[src/rtl/spi_wb_pkg.sv]
// rtl/spi_wb_pkg.sv - shared types and command-byte field positions for the SPI command decoder
package spi_wb_pkg;

  typedef enum logic [1:0] {
    ST_IDLE = 2'd0,
    ST_DATA = 2'd1,
    ST_BUS  = 2'd2,
    ST_RESP = 2'd3
  } state_e;

  typedef enum logic [1:0] {
    STAT_OK      = 2'd0,
    STAT_ERR     = 2'd1,
    STAT_TIMEOUT = 2'd2
  } status_e;

  localparam int CMD_WE_BIT   = 7;
  localparam int CMD_ADDR_MSB = 6;

endpackage

[src/rtl/spi_wb_cmd_decoder.sv]
// rtl/spi_wb_cmd_decoder.sv - parses SPI command frames and runs one Wishbone master cycle per frame
module spi_wb_cmd_decoder
  import spi_wb_pkg::*;
#(
  parameter int DATA_W  = 32,
  parameter int ADDR_W  = 16,
  parameter int TIMEOUT = 255
) (
  input  logic                clk,
  input  logic                rst_n,
  input  logic                rx_stb,
  input  logic [7:0]          rx_data,
  input  logic                rx_idle,
  output logic                wb_cyc_o,
  output logic                wb_stb_o,
  output logic                wb_we_o,
  output logic [ADDR_W-1:0]   wb_adr_o,
  output logic [DATA_W-1:0]   wb_dat_o,
  output logic [DATA_W/8-1:0] wb_sel_o,
  input  logic [DATA_W-1:0]   wb_dat_i,
  input  logic                wb_ack_i,
  input  logic                wb_err_i,
  output logic                tx_stb,
  output logic [DATA_W-1:0]   tx_data,
  output logic [1:0]          tx_status,
  output logic                overrun
);

  localparam int NBYTES = DATA_W / 8;
  localparam int AL     = $clog2(NBYTES);
  localparam int BW     = $clog2(NBYTES + 1);
  localparam int TW     = (TIMEOUT > 0) ? $clog2(TIMEOUT + 1) : 1;
  localparam logic [BW-1:0] LAST_BYTE = BW'(NBYTES - 1);
  localparam logic [TW-1:0] TO_LAST   = TW'((TIMEOUT > 0) ? TIMEOUT - 1 : 0);

  state_e              state_q, state_d;
  status_e             status_q, status_d;
  logic [7:0]          cmd_q, cmd_d;
  logic [DATA_W-1:0]   dat_q, dat_d;
  logic [DATA_W-1:0]   rdata_q, rdata_d;
  logic [BW-1:0]       bcnt_q, bcnt_d;
  logic [TW-1:0]       tcnt_q, tcnt_d;
  logic                ovr_q, ovr_d;
  logic [DATA_W/8-1:0] sel_q;

  logic byte_ok;
  assign byte_ok = rx_stb && !rx_idle;

  always_comb begin
    state_d  = state_q;
    status_d = status_q;
    cmd_d    = cmd_q;
    dat_d    = dat_q;
    rdata_d  = rdata_q;
    bcnt_d   = bcnt_q;
    tcnt_d   = tcnt_q;
    ovr_d    = ovr_q;

    case (state_q)
      ST_IDLE: begin
        if (byte_ok) begin
          cmd_d  = rx_data;
          dat_d  = '0;
          bcnt_d = '0;
          tcnt_d = '0;
          state_d = rx_data[CMD_WE_BIT] ? ST_DATA : ST_BUS;
        end
      end
      ST_DATA: begin
        // Chip-select rising mid-payload abandons the frame without touching the bus.
        if (rx_idle) begin
          state_d = ST_IDLE;
        end else if (rx_stb) begin
          dat_d  = DATA_W'({dat_q, rx_data});
          bcnt_d = bcnt_q + 1'b1;
          if (bcnt_q == LAST_BYTE) begin
            tcnt_d  = '0;
            state_d = ST_BUS;
          end
        end
      end
      ST_BUS: begin
        if (wb_err_i) begin
          status_d = STAT_ERR;
          rdata_d  = '0;
          state_d  = ST_RESP;
        end else if (wb_ack_i) begin
          status_d = STAT_OK;
          rdata_d  = cmd_q[CMD_WE_BIT] ? '0 : wb_dat_i;
          state_d  = ST_RESP;
        end else if (TIMEOUT != 0 && tcnt_q == TO_LAST) begin
          status_d = STAT_TIMEOUT;
          rdata_d  = '0;
          state_d  = ST_RESP;
        end else if (tcnt_q != '1) begin
          tcnt_d = tcnt_q + 1'b1;
        end
      end
      ST_RESP: begin
        state_d = ST_IDLE;
      end
      default: state_d = ST_IDLE;
    endcase

    if (rx_idle) begin
      ovr_d = 1'b0;
    end else if (rx_stb && (state_q == ST_BUS || state_q == ST_RESP)) begin
      ovr_d = 1'b1;
    end
  end

  always_ff @(posedge clk or negedge rst_n) begin
    if (!rst_n) begin
      state_q  <= ST_IDLE;
      status_q <= STAT_OK;
      cmd_q    <= '0;
      dat_q    <= '0;
      rdata_q  <= '0;
      bcnt_q   <= '0;
      tcnt_q   <= '0;
      ovr_q    <= 1'b0;
      sel_q    <= '0;
    end else begin
      state_q  <= state_d;
      status_q <= status_d;
      cmd_q    <= cmd_d;
      dat_q    <= dat_d;
      rdata_q  <= rdata_d;
      bcnt_q   <= bcnt_d;
      tcnt_q   <= tcnt_d;
      ovr_q    <= ovr_d;
      sel_q    <= '1;
    end
  end

  // Bus strobes come straight from the state register so reset drops them without a clock.
  assign wb_cyc_o  = (state_q == ST_BUS);
  assign wb_stb_o  = (state_q == ST_BUS);
  assign wb_we_o   = cmd_q[CMD_WE_BIT];
  assign wb_adr_o  = ADDR_W'(cmd_q[CMD_ADDR_MSB:0]) << AL;
  assign wb_dat_o  = dat_q;
  assign wb_sel_o  = sel_q;
  assign tx_stb    = (state_q == ST_RESP);
  assign tx_data   = rdata_q;
  assign tx_status = status_q;
  assign overrun   = ovr_q;

endmodule

[config.mk]
export PLATFORM = sky130hd
export DESIGN_NAME = spi_wb_cmd_decoder
export DESIGN_NICKNAME = d
export VERILOG_FILES = /design/src/rtl/spi_wb_pkg.sv /design/src/rtl/spi_wb_cmd_decoder.sv
export SDC_FILE = /design/constraint.sdc
export NUM_CORES = 1
export LEC_CHECK = 0
export CAP_MARGIN = 10
export CELL_PAD_IN_SITES_DETAIL_PLACEMENT = 0
export CELL_PAD_IN_SITES_GLOBAL_PLACEMENT = 2
export CORE_AREA = 2 2 118 120
export CTS_BUF_LIST = sky130_fd_sc_hd__clkbuf_4 sky130_fd_sc_hd__clkbuf_8 sky130_fd_sc_hd__clkbuf_16
export CTS_CLUSTER_SIZE = 40
export DETAILED_ROUTE_END_ITERATION = 8
export DIE_AREA = 0 0 120 122
export GPL_TIMING_DRIVEN = 0
export PLACE_DENSITY_LB_ADDON = 0.1
export SLEW_MARGIN = 20
export SYNTH_ARGS = -nofsm -noshare
export SYNTH_HDL_FRONTEND = slang
export SYNTH_SLANG_ARGS = --single-unit
[constraint.sdc]
create_clock -name clk -period 4.2 [get_ports clk]
set_input_delay 0.84 -clock clk [delete_from_list [all_inputs] [get_ports clk]]
set_output_delay 0.84 -clock clk [all_outputs]
set_load 0.05 [all_outputs]
## Word level (Yosys, flattened, before mapping)

Cells that the tools add are included.

- Register bits: 89
- Input port bits: 46
- Output and inout port bits: 91
- Word-level logic and storage cells: 77

- $add $sub $neg: 2
- Eq/ne operators: 17
- Muxes and demuxes: 35
- Reduce and logical (&&, ||, !) cells: 14

Operators by type and width:

| cell | count |
|---|---|
| $mux W32 | 7 |
| $mux W8 | 8 |
| $pmux W32 S2 | 1 |
| $pmux W8 S3 | 1 |
| $mux W2 | 11 |
| $ne A2 B2 Y1 const B | 7 |
| $mux W3 | 3 |
| $reduce_and A9 Y1 | 1 |
| $add A8 B1 Y8 const B | 1 |
| $eq A8 B8 Y1 const B | 1 |
| $ne A8 B8 Y1 const B | 1 |
| $pmux W2 S4 | 1 |
| $reduce_and A4 Y1 | 2 |
| $ne A3 B3 Y1 const B | 2 |
| $pmux W3 S2 | 1 |
| $reduce_bool A3 Y1 | 2 |
| $eq A2 B2 Y1 const B | 2 |
| $ne A4 B1 Y1 const B | 1 |
| $reduce_and A2 Y1 | 2 |
| $reduce_bool A2 Y1 | 2 |
| $add A3 B1 Y3 const B | 1 |
| $eq A3 B2 Y1 const B | 1 |
| $eq A2 B1 Y1 const B | 1 |
| $logic_and A1 B1 Y1 | 2 |
| 5 further kinds | 6 |

## Longest topological paths before layout

- Depth in word-level cells: 6
- Depth in mapped cells: 7
- Depth with buffers taken out: 6

## Worst setup path before layout

OpenSTA, ideal clock, no wires.

- Kind: register to output
- Start point: register state_q[1]
- End point: output port tx_stb
- Arrival: 1.178 ns
- Data required time: 3.360 ns
- Slack: 2.182 ns
- Stages on the path, launching flop included: 3
- Path buffers: 0
- Cells stage by stage: dfrtp_1 -> inv_2 -> nor2_1

- Word-level cells in the longest chain between the ends: 1

Ends and longest elaborated chain:

| what | line | text |
|---|---|---|
| start, declared | spi_wb_cmd_decoder.sv:36 | `state_e state_q, state_d;` |
| start signal, assigned | spi_wb_cmd_decoder.sv:124 | `state_q <= state_d;` |
| $eq A2 B2 Y1 | spi_wb_cmd_decoder.sv:143 | `assign tx_stb = (state_q == ST_RESP);` |
| end, declared | spi_wb_cmd_decoder.sv:23 | `output logic tx_stb,` |

Every way passes these cells.

## Worst setup path in the final report

- Start point: register state_q[1]
- End point: output port wb_stb_o

- Word-level cells in the longest chain between the ends: 1

Ends and longest elaborated chain:

| what | line | text |
|---|---|---|
| $eq A2 B2 Y1 | spi_wb_cmd_decoder.sv:138 | `assign wb_stb_o = (state_q == ST_BUS);` |
| end, declared | spi_wb_cmd_decoder.sv:15 | `output logic wb_stb_o,` |

Every way passes these cells.

==> summary.md <==
| Metric | Value |
|---|---|
| Cts hold-fix bufs | 0 |
| Synth unique cells | 38 |
| Post-CTS Resized | 0 |
| Count leader, synth | dfrtp_1 |
| Share of cells above drive strength 1 | 10.8% |
| CTS H-Tree Depth | 3 |
| Port Buffers | 127 |
| Leak Pwr | 2.68 nW |
| PnR worst setup slack | 1.19 ns |
| Initial DRT Pass Iterations | 4 |
| Number of flops mapped to enable cells by yosys | 0 |
| Ports | 137 |
| GRT Residual Overflow | 0 |
| Pre-CTS setup slack | 1.48 ns |
| Largest net degree at the start of global routing | 69 |
| Worst setup path endpoint | wb_stb_o |
| Post-synthesis sequential area ratio | 57.0% |
| # rows | 43 |
| Postcts setup bufs | 0 |
| Total track usage | 13.7% |
| Mapped Cells | 337 |
| Synth area leader | dfrtp_1 |
| Worst-Skew Late Latency | 0.34 ns |
| Root Driver | clkbuf_16 |
| Final antenna-violating net count | 0 |
| Slew Limit Fails | 0 |
| DR iter-0 viols | 171 |
| Worst-path clk slew | 0.06 ns |
| Worst endpoint data arrival time | 2.17 ns |
| Vias per cell | 4.33 |
| Startpoint types | register |
| Kind of critical path | reg2out |
| Worst r2r src | tcnt_q[0] |
| Final hold slack | 0.347 ns |
| Total clock buffers created by CTS | 9 |
| Final RePlAce weighted congestion | 0.746 |
| Met1 Use GR | 18.4% |
| Area Growth Syn to Fin | 48.4% |
| Final count of hold timing violations | 0 |
| Die span in y | 122 µm |
| Crit path from | state_q[1] |
| Peak VDD IR | 0.332 mV |
| Worst Setup End Kind | output port |
| Asr flop ratio synth | 100% |
| Synth top cells by count | dfrtp_1 (89), nand2_1 (44), inv_1 (39), mux2i_1 (37), a22o_1 (33) |
| Status | finished clean |
| Most used routing layer | met2 |
| Max-cap violations | 0 |
| N_diodes | 0 |
| Maximum clock path buffer count | 2 |
| Yosys reg bits | 89 |
| Pwr Total | 4.41 mW |
| Reg2reg end | tx_data[9] |
| Initial core utilization | 28.9% |
| WL per Instance | 14.5 µm |
| # clock sinks | 89 |
| Die ar. | 14,600 µm² |
| Fmax | 0.333 GHz |
| Slew HR | 58.8% |
| Chip Width | 120 µm |
| CTS tree | yes |
| PD cells | 761 nW/µm² |
| Setup violators final | 0 |
| Via count | 2,894 |
| Final worst path period share | 71.6% |
| Vias in the first global route | 2,944 |
| Worst Skew | 0.00609 ns |
| Worst slew pin tran | 0.615 ns |
| Design area | 5800 µm² |
| Max FO, Critical Path | 11 |
| Cell Area, Placed | 5460 µm² |
| Detailed Place HPWL | 7120 µm |
| Antenna violations before repair | 0 |
| Mapped cell area | 3910 µm² |
| Yosys warning total | 0 |
| Hold Path Class | in2async |
| Main area contributors after synthesis | dfrtp_1 (57%), mux2i_1 (9.5%), a22o_1 (7.4%) |
| Fin nets | 534 |
| Unrepaired setup endpoints after global routing | no |
| Core area | 13,500 µm² |
| Tmin final | 3.01 ns |
| Worst endpoint required time | 3.36 ns |
| Reg2Reg Depth | 7 |
| Worst R2R Setup Slack | 2.32 ns |
| Post-Route Setup TNS | 0 ns |
| M3 GR Usage | 3.70% |
| DRT Wirelength | 9690 µm |
| Synth Area per Inst | 11.6 µm² |
| # DRC | 0 |
| First-pass GRT wire length | 15,700 µm |
| Synth top area share | 57.0% |
| Met2 Use GR | 21.0% |
| Synth Flop Type | dfrtp_1 |
-- power by group --
| part | total (mW) | switching (mW) | internal (mW) |
|---|---|---|---|
| logic | 2.20 | 1.45 | 0.750 |
| clock network | 0.891 | 0.330 | 0.561 |
| registers | 1.32 | 0.185 | 1.14 |
-- worst min-delay path by stage --
stage | slack (ns) | to | cells after the start | startpoint
final | 0.35 | wb_dat_o[31] | 1 | rst_n
after global routing | 0.35 | wb_dat_o[31] | 1 | rst_n
after CTS | 0.34 | wb_dat_o[31] | 1 | rst_n
after detailed placement | 0.48 | cmd_q[6] | 1 | cmd_q[6]
after global placement | 0.46 | bcnt_q[2] | 2 | bcnt_q[2]
after floorplan | 0.45 | bcnt_q[2] | 2 | bcnt_q[2]
-- kinds of logic (layout without fill, tap and decap cells) --
kind of cell	count (synthesis)	in the layout	share of synthesized area [%]
and+or+nand+nor	67	67	8.04
AOI/OAI and AO/OA	58	58	12.3
DFF	89	89	57.0
muxes	46	46	12.1
xor gates and xnor gates	1	1	0.224
buffers and inverters	70	214	8.90
other	2	10	0.192
adders and majority gates	4	4	1.28
-- routing by layer --
layer	routed length, µm	up-vias
met2	4500	97
met1	4440	1377
li1	-	1412
met5	0	-
met3	600	8
met4	141	0
-- cell usage in the layout (no fill, tap or decap), types with 5 or more instances in the layout --
master	synthesis	final
dfrtp_1	89	89
mux2i_1	37	37
a21oi_1	5	5
clkbuf_16	0	9
buf_4	13	13
a22o_1	33	33
buf_6	4	5
nand2_1	44	44
inv_1	39	39
mux2_1	9	9
clkbuf_1	6	6
clkdlybuf4s50_1	0	126
conb_1	2	10
buf_2	5	5
-- state kept, by name, indices dropped and copies added, names as in the netlist --
name,count
overrun,1
wb_dat_o,32
tx_data,32
bcnt_q,3
state_q,2
tcnt_q,8
wb_sel_o,1
cmd_q,8
tx_status,2
-- final cells by class --
class,instances,area (µm²)
Clock buffer,12,260
Timing Repair Buffer,128,1300
Fill cell,1283,7710
Multi-Input combinational cell,186,1360
Sequential cell,89,2230
Clock inverter,4,75.1
Tap cell,180,225
Inverter,42,158
Buffer,28,190
-- critical path, cell delays in order, from the launching register on --
cell and delay [ns]:
dfrtp_1 0.53, nand2_2 0.13, inv_2 0.10, buf_6 0.16, buf_4 0.11, clkdlybuf4s50_1 0.80
-- through the flow --
stage               util (%)  cells
detailed placement      40.5    653
CTS                     42.9    669
global route            42.9    669
finish                  42.9    669
floorplan                  -    345
global placement        40.2    652
(Power assumes the default switching activity.)
